File: src/rtl/piano_pkg.sv
// piano_pkg: note period table, widths and decoder state shared by the piano tone blocks.
package piano_pkg;
    localparam int OCT_W  = 3;
    localparam int NOTE_W = 3;
    localparam logic [NOTE_W-1:0] NOTE_NONE = '0;
    // Index 1..7 = C..B half-periods of octave 0 in clk_100M cycles; index 0 unused.
    localparam logic [7:0][31:0] NOTE_BASE = {
        32'd1619816, 32'd1818182, 32'd2040840, 32'd2290765,
        32'd2426982, 32'd2724194, 32'd3057805, 32'd0
    };
    typedef enum logic [1:0] {S_IDLE, S_SEARCH, S_MATCH, S_MISS} dec_state_t;
    function automatic logic [31:0] nominal(input logic [OCT_W-1:0] oct, input logic [NOTE_W-1:0] n,
                                            input int unsigned scale);
        return (NOTE_BASE[n] >> oct) >> scale;
    endfunction
endpackage

File: src/rtl/tone_decoder_if.sv
// tone_decoder_if: decoded note outputs from the tone decoder to display/control logic.
interface tone_decoder_if;
    import piano_pkg::*;
    logic [OCT_W-1:0]  octave;
    logic [NOTE_W-1:0] note;
    logic              valid;
    logic              new_note;
    modport master(output octave, note, valid, new_note);
    modport slave(input octave, note, valid, new_note);
endinterface

File: src/rtl/tone_period_meter.sv
// tone_period_meter: synchronizes tone_in and measures half-periods between edges, with timeout.
module tone_period_meter #(
    parameter int unsigned TIMEOUT = 4000000
) (
    input  logic        clk_100M,
    input  logic        rst_n,
    input  logic        tone_in,
    output logic        meas_valid,
    output logic [31:0] meas_h,
    output logic        timeout_pulse
);
    logic [2:0]  sync;
    logic [31:0] cnt;
    logic        armed;
    logic        edge_det;
    assign edge_det      = sync[1] ^ sync[2];
    assign meas_valid    = edge_det & armed;
    assign meas_h        = cnt;
    assign timeout_pulse = armed & ~edge_det & (cnt == 32'(TIMEOUT));
    // The first edge after reset or timeout only arms; later edges deliver a measurement.
    always_ff @(posedge clk_100M or negedge rst_n) begin
        if (!rst_n) begin
            sync  <= '0;
            cnt   <= '0;
            armed <= 1'b0;
        end else begin
            sync  <= {sync[1:0], tone_in};
            cnt   <= edge_det ? 32'd1 : (cnt == 32'(TIMEOUT) ? cnt : cnt + 32'd1);
            armed <= edge_det | (armed & ~timeout_pulse);
        end
    end
endmodule

File: src/rtl/tone_decoder.sv
// tone_decoder: decodes a measured square-wave half-period into a stable (octave, note) pair.
module tone_decoder
    import piano_pkg::*;
#(
    parameter int unsigned TOL_SHIFT    = 6,
    parameter int unsigned STABLE_COUNT = 2,
    parameter int unsigned TIMEOUT      = 4000000,
    parameter int unsigned MIN_HALF     = 64,
    parameter int unsigned SCALE_SHIFT  = 0
) (
    input  logic           clk_100M,
    input  logic           rst_n,
    input  logic           tone_in,
    tone_decoder_if.master bus
);
    localparam int SW = $clog2(STABLE_COUNT + 1);
    logic              meas_valid, timeout_pulse;
    logic [31:0]       meas_h;
    dec_state_t        state, state_d;
    logic [31:0]       h_q, h_d, nom, diff;
    logic [OCT_W-1:0]  oi, oi_d, cand_oct, cand_oct_d, oct_d;
    logic [NOTE_W-1:0] ni, ni_d, cand_note, cand_note_d, note_d;
    logic [SW-1:0]     stable, stable_d, stable_inc;
    logic              valid_d, new_d, match, last;

    tone_period_meter #(.TIMEOUT(TIMEOUT)) u_meter (
        .clk_100M     (clk_100M),
        .rst_n        (rst_n),
        .tone_in      (tone_in),
        .meas_valid   (meas_valid),
        .meas_h       (meas_h),
        .timeout_pulse(timeout_pulse)
    );

    assign nom   = nominal(oi, ni, SCALE_SHIFT);
    assign diff  = h_q >= nom ? h_q - nom : nom - h_q;
    assign match = diff <= (nom >> TOL_SHIFT);
    assign last  = oi == 3'd7 && ni == 3'd7;
    // A cleared candidate has note 0, so it never equals a searched candidate.
    assign stable_inc = (cand_oct == oi && cand_note == ni)
                      ? (stable == SW'(STABLE_COUNT) ? stable : stable + 1'b1) : SW'(1);

    always_ff @(posedge clk_100M or negedge rst_n) begin
        if (!rst_n) begin
            state        <= S_IDLE;
            h_q          <= '0;
            oi           <= '0;
            ni           <= '0;
            cand_oct     <= '0;
            cand_note    <= NOTE_NONE;
            stable       <= '0;
            bus.octave   <= '0;
            bus.note     <= NOTE_NONE;
            bus.valid    <= 1'b0;
            bus.new_note <= 1'b0;
        end else begin
            state        <= state_d;
            h_q          <= h_d;
            oi           <= oi_d;
            ni           <= ni_d;
            cand_oct     <= cand_oct_d;
            cand_note    <= cand_note_d;
            stable       <= stable_d;
            bus.octave   <= oct_d;
            bus.note     <= note_d;
            bus.valid    <= valid_d;
            bus.new_note <= new_d;
        end
    end

    always_comb begin
        state_d     = state;
        h_d         = h_q;
        oi_d        = oi;
        ni_d        = ni;
        cand_oct_d  = cand_oct;
        cand_note_d = cand_note;
        stable_d    = stable;
        oct_d       = bus.octave;
        note_d      = bus.note;
        valid_d     = bus.valid;
        new_d       = 1'b0;
        case (state)
            S_IDLE: begin
                if (meas_valid && meas_h >= 32'(MIN_HALF)) begin
                    h_d     = meas_h;
                    oi_d    = '0;
                    ni_d    = 3'd1;
                    state_d = S_SEARCH;
                end else if (meas_valid) begin
                    cand_oct_d  = '0;
                    cand_note_d = NOTE_NONE;
                    stable_d    = '0;
                end
            end
            S_SEARCH: begin
                state_d = match ? S_MATCH : (last ? S_MISS : S_SEARCH);
                if (!match && !last) begin
                    ni_d = ni == 3'd7 ? 3'd1 : ni + 3'd1;
                    oi_d = ni == 3'd7 ? oi + 3'd1 : oi;
                end
            end
            S_MATCH: begin
                cand_oct_d  = oi;
                cand_note_d = ni;
                stable_d    = stable_inc;
                if (stable_inc >= SW'(STABLE_COUNT)) begin
                    oct_d   = oi;
                    note_d  = ni;
                    valid_d = 1'b1;
                    new_d   = !bus.valid || oi != bus.octave || ni != bus.note;
                end
                state_d = S_IDLE;
            end
            default: begin
                cand_oct_d  = '0;
                cand_note_d = NOTE_NONE;
                stable_d    = '0;
                state_d     = S_IDLE;
            end
        endcase
        if (timeout_pulse) begin
            state_d     = S_IDLE;
            cand_oct_d  = '0;
            cand_note_d = NOTE_NONE;
            stable_d    = '0;
            oct_d       = '0;
            note_d      = NOTE_NONE;
            valid_d     = 1'b0;
            new_d       = 1'b0;
        end
    end
endmodule

File: src/flat_wrapper.sv
// flat-port wrapper written by rule: the top's interface ports become plain ports
module tone_decoder_flat import piano_pkg::*;
#(
    parameter int unsigned TOL_SHIFT    = 6,
    parameter int unsigned STABLE_COUNT = 2,
    parameter int unsigned TIMEOUT      = 4000000,
    parameter int unsigned MIN_HALF     = 64,
    parameter int unsigned SCALE_SHIFT  = 0
)
  (clk_100M, rst_n, tone_in, bus_octave, bus_note, bus_valid, bus_new_note);
  tone_decoder_if bus_i ();
  input  logic clk_100M;
  input  logic rst_n;
  input  logic tone_in;
  output wire logic [$bits(bus_i.octave)-1:0] bus_octave;
  output wire logic [$bits(bus_i.note)-1:0] bus_note;
  output wire logic [$bits(bus_i.valid)-1:0] bus_valid;
  output wire logic [$bits(bus_i.new_note)-1:0] bus_new_note;
  assign bus_octave = bus_i.octave;
  assign bus_note = bus_i.note;
  assign bus_valid = bus_i.valid;
  assign bus_new_note = bus_i.new_note;
  tone_decoder #(.TOL_SHIFT(TOL_SHIFT), .STABLE_COUNT(STABLE_COUNT), .TIMEOUT(TIMEOUT), .MIN_HALF(MIN_HALF), .SCALE_SHIFT(SCALE_SHIFT)) u_core (.clk_100M(clk_100M), .rst_n(rst_n), .tone_in(tone_in), .bus(bus_i));
endmodule
File: config.mk
export PLATFORM = sky130hd
export DESIGN_NAME = tone_decoder_flat
export DESIGN_NICKNAME = d
export VERILOG_FILES = /design/src/rtl/piano_pkg.sv /design/src/rtl/tone_decoder_if.sv /design/src/rtl/tone_period_meter.sv /design/src/rtl/tone_decoder.sv /design/src/flat_wrapper.sv
export SDC_FILE = /design/constraint.sdc
export NUM_CORES = 1
export LEC_CHECK = 0
export ABC_CLOCK_PERIOD_IN_PS = 15700
export CAP_MARGIN = 0
export CELL_PAD_IN_SITES_DETAIL_PLACEMENT = 0
export CELL_PAD_IN_SITES_GLOBAL_PLACEMENT = 1
export CORE_ASPECT_RATIO = 1.75
export CORE_UTILIZATION = 54
export CTS_BUF_LIST = sky130_fd_sc_hd__clkbuf_8
export DETAILED_ROUTE_END_ITERATION = 6
export GPL_TIMING_DRIVEN = 1
export PLACE_DENSITY = 0.91
export SYNTH_ARGS = -nofsm -noshare
export SYNTH_HDL_FRONTEND = slang
export SYNTH_SLANG_ARGS = --single-unit
export TNS_END_PERCENT = 50
File: constraint.sdc
create_clock -name clk_100M -period 15.7 [get_ports clk_100M]
set_input_delay 1.57 -clock clk_100M [delete_from_list [all_inputs] [get_ports clk_100M]]
set_output_delay 1.57 -clock clk_100M [all_outputs]
set_load 0.01 [all_outputs]
==> results.sh, run 1 <==
export IMPL_status="finished clean"
export IMPL_avgSynthCellArea_um2=8.02
export IMPL_leakagePower_nw=4.25
export IMPL_switching_share_pct=25.2
export IMPL_hold_path_end="u_core.u_meter.sync[1]"
export IMPL_fillerInstances=1522
export IMPL_dr_pass1_iters=5
export IMPL_p_seq_share_pct=56.9
export IMPL_start_kind="flip-flop"
export IMPL_overflow=0
export IMPL_rows=61
export IMPL_r2r_slack_ns=7.45
export IMPL_r2r_end="u_core.oi[1]"
export IMPL_comb_power_share_pct=3.8
export IMPL_crit_path_max_incr_delay_ns=0.69
export IMPL_vias=8019
export IMPL_cts_tree="yes"
export IMPL_grt_pass1_wl_um=42000
export IMPL_finalInstanceArea_mm2=0.00903
export IMPL_synth_seq_cells=92
export IMPL_rr_worst_depth=29
export IMPL_ir_drop_mv=0.0706
export IMPL_crit_path_max_fanout=27
export IMPL_crit_reg2reg_launch="u_core.ni[1]"
export IMPL_holdWs_ns=0.372
export IMPL_period_needed_ns=8.25
export IMPL_cp_arrival_ns=8.52
export IMPL_cts_max_level=3
export IMPL_clock_skew_ns=0.0162
export IMPL_numCtsBuffers=9
export IMPL_clkTransAtPathRegs_ns=0.09
export IMPL_ys_seq_area_share_pct=26.5
export IMPL_cp_common_cell="nand4_1"
export IMPL_drtIter0Drc=530
export IMPL_fmax_mhz=121
export IMPL_async_reset_ff_share_pct=100
export IMPL_synth_area_mm2=0.00869
export IMPL_clk_latency_ns=0.40
export IMPL_cp_end_kind="flip-flop"
export IMPL_required_ns=15.97
export IMPL_synth_ff_type="dfrtp_1"
export IMPL_die_x_um=97.9
export IMPL_hold_path_depth=0
export IMPL_multi_input_area_mm2=0.00588
export IMPL_rsz0062_at_grt="no"
export IMPL_post_cts_resized=0
export IMPL_critPathSlowestCell="dfrtp_1"
export IMPL_first_global_vias=7814
export IMPL_slew_violations=0
export IMPL_root_buffer="clkbuf_8"
export IMPL_setup_viol=0
export IMPL_placed_area_mm2=0.00883
export IMPL_power_density_mw_per_mm2=47.1
export IMPL_regArea_mm2=0.00230
export IMPL_finalCritPeriodShare_pct=52.5
export IMPL_die_area_mm2=0.0166
export IMPL_max_cap_violations=0
export IMPL_cts_hold_buffers=0
export IMPL_postCtsSetupBuffers=0
export IMPL_synthToLayoutAreaGrowth_pct=3.98
export IMPL_grt_max_degree=77
export IMPL_track_usage_pct=33.0
export IMPL_antenna_cells=0
export IMPL_criticalPathCategory="reg -> reg"
export IMPL_clock_sinks=92
export IMPL_holdCritPathClass="reg -> reg"
export IMPL_p_int_mw=0.318
export IMPL_fin_nets=1126
export IMPL_antenna_left=0
export IMPL_max_slew_margin_pct=24.1
export IMPL_pin_count=11
export IMPL_clockPowerShare_pct=39.3
export IMPL_hold_viol=0
export IMPL_place_hpwl_um=20600
export IMPL_via_per_inst=6.44
export IMPL_worstMarginPinSlew_ns=1.14
export IMPL_port_buffer_count=10
export IMPL_synth_distinct_cells=89
export IMPL_wl_um=26500
export IMPL_ys_warnings_count=0
export IMPL_min_from="u_core.u_meter.sync[0]"
export IMPL_tns_ns=0
export IMPL_cts_buffer_depth=2
export IMPL_netSwitchingPower_mw=0.107
export IMPL_gp_congestion=1.03
export IMPL_die_h_um=170
export IMPL_wl_per_cell_um=21.3
export IMPL_synthCells=1083
export IMPL_drc=0
export IMPL_layout_drive_gt1_share_pct=6.91
export IMPL_syn_nets=1158
export IMPL_core_region_area_mm2=0.0158
export IMPL_antenna_found_initial=0
export IMPL_start_util_pct=55.0
export IMPL_synth_edf_count=0
-- cell families (layout without fill, tap and decap cells) --
logic type                 Yosys count  in the layout  share of synthesized area (%)
buffers and inverters              129            102                           6.05
muxes                               40             40                           4.83
adders and majority gates           72             72                           10.5
AOI/OAI and AO/OA                  310            310                           23.5
DFF                                 92             92                           26.5
xor gates and xnor gates            61             61                           6.15
and+or+nand+nor                    379            379                           22.4
-- synthesized netlist by cell type, types with 6 or more instances --
cell | instances | area [um2]
nand2_1 | 104 | 390
nor2_1 | 97 | 364
dfrtp_1 | 92 | 2300
o21ai_0 | 82 | 410
a21oi_1 | 80 | 400
ha_1 | 70 | 876
inv_1 | 66 | 248
clkbuf_1 | 35 | 131
nand4_1 | 31 | 194
xor2_1 | 31 | 272
xnor2_1 | 30 | 263
nand3_1 | 26 | 130
mux2i_1 | 25 | 250
a21o_1 | 22 | 165
a31oi_1 | 15 | 93.8
nor3_1 | 15 | 75.1
or3_1 | 15 | 93.8
nor2b_1 | 13 | 81.3
and3_1 | 12 | 75.1
buf_2 | 12 | 60.1
mux2_2 | 12 | 135
nor4_1 | 11 | 68.8
o211ai_1 | 11 | 82.6
nand2b_1 | 10 | 62.6
o21a_1 | 10 | 75.1
buf_1 | 9 | 33.8
a211o_1 | 8 | 70.1
a211oi_1 | 8 | 60.1
a22o_1 | 8 | 70.1
o21bai_1 | 7 | 52.6
and2_1 | 6 | 37.5
and4_1 | 6 | 52.6
-- worst max path at each step --
| stage | start | to | slack, ns | depth (start not counted) |
|---|---|---|---|---|
| final | u_core.ni[1] | u_core.oi[1] | 7.45 | 29 |
| after global routing | u_core.ni[2] | u_core.oi[2] | 6.86 | 31 |
| after CTS | u_core.ni[1] | u_core.oi[1] | 7.54 | 29 |
| after detailed placement | u_core.ni[1] | u_core.oi[1] | 7.58 | 29 |
| after global placement | u_core.ni[2] | u_core.oi[1] | 7.72 | 31 |
| after floorplan | u_core.ni[0] | u_core.oi[1] | 8.56 | 34 |
-- through the flow --
step / power [mW] / utilization, % / cells / setup WS [ns]
3_3_place_gp: 0.263 / 55.9 / 1229 / 7.72
4_1_cts: 0.429 / 57.2 / 1245 / 7.54
5_1_grt: 0.440 / 57.2 / 1245 / 6.86
3_5_place_dp: 0.263 / 55.9 / 1229 / 7.58
6_report: 0.425 / 57.2 / 1245 / 7.45
2_1_floorplan: 0.255 / - / 1083 / 8.56
-- cells in the final DEF, fill, tap and decap left out, types with 22 or more instances in the layout --
cell / Yosys / layout
nor2_1: 97 / 96
ha_1: 70 / 70
a21oi_1: 80 / 80
inv_1: 66 / 67
nand3_1: 26 / 26
xor2_1: 31 / 30
xnor2_1: 30 / 30
nand2_1: 104 / 104
a21o_1: 22 / 22
nand4_1: 31 / 31
o21ai_0: 82 / 82
dfrtp_1: 92 / 92
mux2i_1: 25 / 25
-- power by group through the flow --
| stage | clock network (mW) | registers, mW | logic [mW] |
|---|---|---|---|
| 6_report | 0.167 | 0.242 | 0.0161 |
| 4_1_cts | 0.171 | 0.242 | 0.0165 |
| 3_5_place_dp | 0 | 0.247 | 0.0165 |
| 3_3_place_gp | 0 | 0.247 | 0.0163 |
| 5_1_grt | 0.179 | 0.242 | 0.0183 |
| 2_1_floorplan | 0 | 0.245 | 0.00961 |
-- flip-flops by register name (all words and copies together) (netlist names) --
signal / flops
u_core.h_q: 32
u_core.oi: 3
u_core.cand_oct: 3
u_core.bus.new_note: 1
u_core.u_meter.armed: 1
u_core.stable: 2
u_core.cand_note: 3
u_core.bus.note: 3
u_core.u_meter.sync: 3
u_core.state: 2
u_core.u_meter.meas_h: 32
u_core.ni: 3
u_core.bus.valid: 1
u_core.bus.octave: 3
-- critical path, delay by kind of cell, from the launching register on --
kind | cells | cell delay [ns]
AOI/OAI and AO/OA | 9 | 2.16
and+or+nand+nor | 12 | 3.03
muxes | 1 | 0.33
DFF | 1 | 0.69
xor gates and xnor gates | 1 | 0.07
buffers and inverters | 3 | 0.61
adders and majority gates | 3 | 1.20
-- routing by layer --
layer  vias up  track usage (%)  share of wire, %
met4         0             28.5               9.1
met1      3832             35.8                38
li1       3821                -                 -
met3       114             4.94               4.1
met2       252             55.8                48
met5         -                0                 0
-- final cells by class --
type | count | area share (%)
Timing Repair Buffer | 18 | 1.75
Sequential cell | 92 | 25.5
Clock inverter | 7 | 0.845
Clock buffer | 9 | 1.37
Multi-Input combinational cell | 862 | 65.1
Inverter | 68 | 2.83
Tap cell | 189 | 2.62
Note: power is estimated with default switching activity, not from simulation.
==> run 2: changes to the inputs <==
ABC_CLOCK_PERIOD_IN_PS = 7770   (was 15700)
CORE_UTILIZATION = 50   (was 54)
PLACE_DENSITY = 0.85   (was 0.91)
clock period = 7.77 ns   (was 15.7 ns; I/O delays follow)
==> results.sh, run 2 (synthesis results as in run 1) <==
export IMPL_numCtsBuffers=9
export IMPL_start_util_pct=51.3
export IMPL_p_seq_share_pct=57.9
export IMPL_cp_end_kind="flip-flop"
export IMPL_first_global_vias=8060
export IMPL_cp_common_cell="nand4_1"
export IMPL_clock_sinks=92
export IMPL_gp_congestion=1.05
export IMPL_criticalPathCategory="reg -> reg"
export IMPL_comb_power_share_pct=3.8
export IMPL_cts_max_level=3
export IMPL_layout_drive_gt1_share_pct=9.07
export IMPL_start_kind="flip-flop"
export IMPL_place_hpwl_um=21500
export IMPL_grt_max_degree=76
export IMPL_cts_buffer_depth=2
export IMPL_netSwitchingPower_mw=0.206
export IMPL_crit_family="simple AND/OR/NAND/NOR gates"
export IMPL_fillerInstances=1673
export IMPL_critPathSlowestCell="or4_1"
export IMPL_die_h_um=176
export IMPL_tns_ns=0
export IMPL_root_buffer="clkbuf_8"
export IMPL_crit_path_max_incr_delay_ns=0.61
export IMPL_setup_viol=0
export IMPL_antenna_found_initial=0
export IMPL_cp_arrival_ns=7.48
export IMPL_ir_drop_mv=0.148
export IMPL_max_slew_margin_pct=26.9
export IMPL_leakagePower_nw=4.36
export IMPL_drtIter0Drc=590
export IMPL_final_cell_mix="104 x nand2_1, 96 x nor2_1, 91 x dfrtp_1"
export IMPL_rows=63
export IMPL_required_ns=8.03
export IMPL_wl_per_cell_um=20.7
export IMPL_p_int_mw=0.639
export IMPL_slew_violations=0
export IMPL_grt_pass1_wl_um=43200
export IMPL_pin_count=11
export IMPL_port_buffer_count=10
export IMPL_drc=0
export IMPL_hold_viol=0
export IMPL_max_cap_violations=0
export IMPL_clkTransAtPathRegs_ns=0.11
export IMPL_fmax_mhz=139
export IMPL_die_area_mm2=0.0179
export IMPL_postCtsSetupBuffers=0
export IMPL_core_region_area_mm2=0.0169
export IMPL_post_route_util_pct=54.6
export IMPL_finalCritPeriodShare_pct=92.9
export IMPL_crit_path_max_fanout=16
export IMPL_overflow=0
export IMPL_cts_tree="yes"
export IMPL_clockPowerShare_pct=38.3
export IMPL_switching_share_pct=24.3
export IMPL_via_per_inst=6.20
export IMPL_fin_nets=1150
export IMPL_status="finished clean"
export IMPL_power_density_mw_per_mm2=91.3
export IMPL_vias=8102
export IMPL_worstMarginPinSlew_ns=1.09
export IMPL_antenna_cells=0
export IMPL_antenna_left=0
export IMPL_clk_latency_ns=0.39
export IMPL_final_common_cell="nand2_1"
export IMPL_wl_um=27100
export IMPL_synthToLayoutAreaGrowth_pct=6.54
export IMPL_cp_buffers_inverters=4
export IMPL_cts_hold_buffers=0
export IMPL_holdCritPathClass="in -> async"
export IMPL_track_usage_pct=32.2
export IMPL_period_needed_ns=7.22
export IMPL_die_x_um=102
export IMPL_clock_skew_ns=0.0325
export IMPL_r2r_slack_ns=0.55
export IMPL_dr_pass1_iters=5
export IMPL_rsz0062_at_grt="no"
## run 2: changes by cell type in the layout (fill, tap and decap cells not counted)
cell / delta
or2_4: +1
dfrtp_1: -1
inv_6: +2
clkinvlp_4: -1
or2_1: -1
inv_8: -2
inv_1: +1
buf_4: +24
dfrtp_2: +1
## run 2: worst paths after layout
kind,from,end,depth (start not counted)
max,u_core.ni[0],u_core.oi[2],31
max in group asynchronous,rst_n,u_core.h_q[21],2
min reg2reg,u_core.u_meter.sync[0],u_core.u_meter.sync[1],0
max reg2reg,u_core.ni[0],u_core.oi[2],31
min,rst_n,u_core.bus.valid,1
min in group clk_100M,u_core.u_meter.sync[0],u_core.u_meter.sync[1],0
## run 2: cell type report
class / instances / area [um2] / share of cell area, %
clock buffers: 9 / 124 / 1.34
flip-flops and latches: 92 / 2300 / 24.9
well taps: 227 / 284 / 3.07
multi-input cells: 862 / 5880 / 63.6
inverters: 68 / 255 / 2.76
repair buffers: 42 / 338 / 3.65
clock inverters: 7 / 67.6 / 0.730
## run 2: metrics by stage
step                setup WS (ns)  power [mW]  hold slack, ns  area [um2]  cells
global placement            0.602       0.531           0.344        9060   1291
CTS                         0.407       0.859           0.228        9250   1307
detailed placement          0.449       0.532           0.343        9060   1291
finish                      0.550       0.845           0.237        9250   1307
floorplan                   0.629       0.514           0.331        8690   1083
global route                0.108       0.879           0.245        9250   1307
## run 2: worst register-to-register path: cells and delay by family (launching register included)
kind,cells,cell delay (ns)
adder cells (fa/ha/maj),3,0.85
AO/OA/AOI/OAI,9,1.64
buffers and inverters,4,0.60
XOR/XNOR,1,0.13
AND/OR/NAND/NOR,13,3.18
multiplexers,1,0.33
flip-flops,1,0.38
## run 2: timing repair
action | 4_1_cts | 5_1_grt
resized for setup | 0 | 2
endpoints found under the setup margin | 0 | 6
hold endpoints to repair | 0 | 0
## run 2: per-layer routing
metal  track usage [%]  routed length (um)  up-vias
met4              26.4                2440        0
met3              3.80                 842      102
li1                  -                   -     3881
met1              35.6               10400     3886
met2              54.3               13500      233
met5                 0                   0        -
## run 2: power by group through the flow
stage               clock network, mW  registers [mW]  logic [mW]
finish                          0.323           0.489      0.0322
global placement                    0           0.498      0.0329
CTS                             0.337           0.489      0.0332
global route                    0.351           0.490      0.0374
floorplan                           0           0.495      0.0194
detailed placement                  0           0.499      0.0332
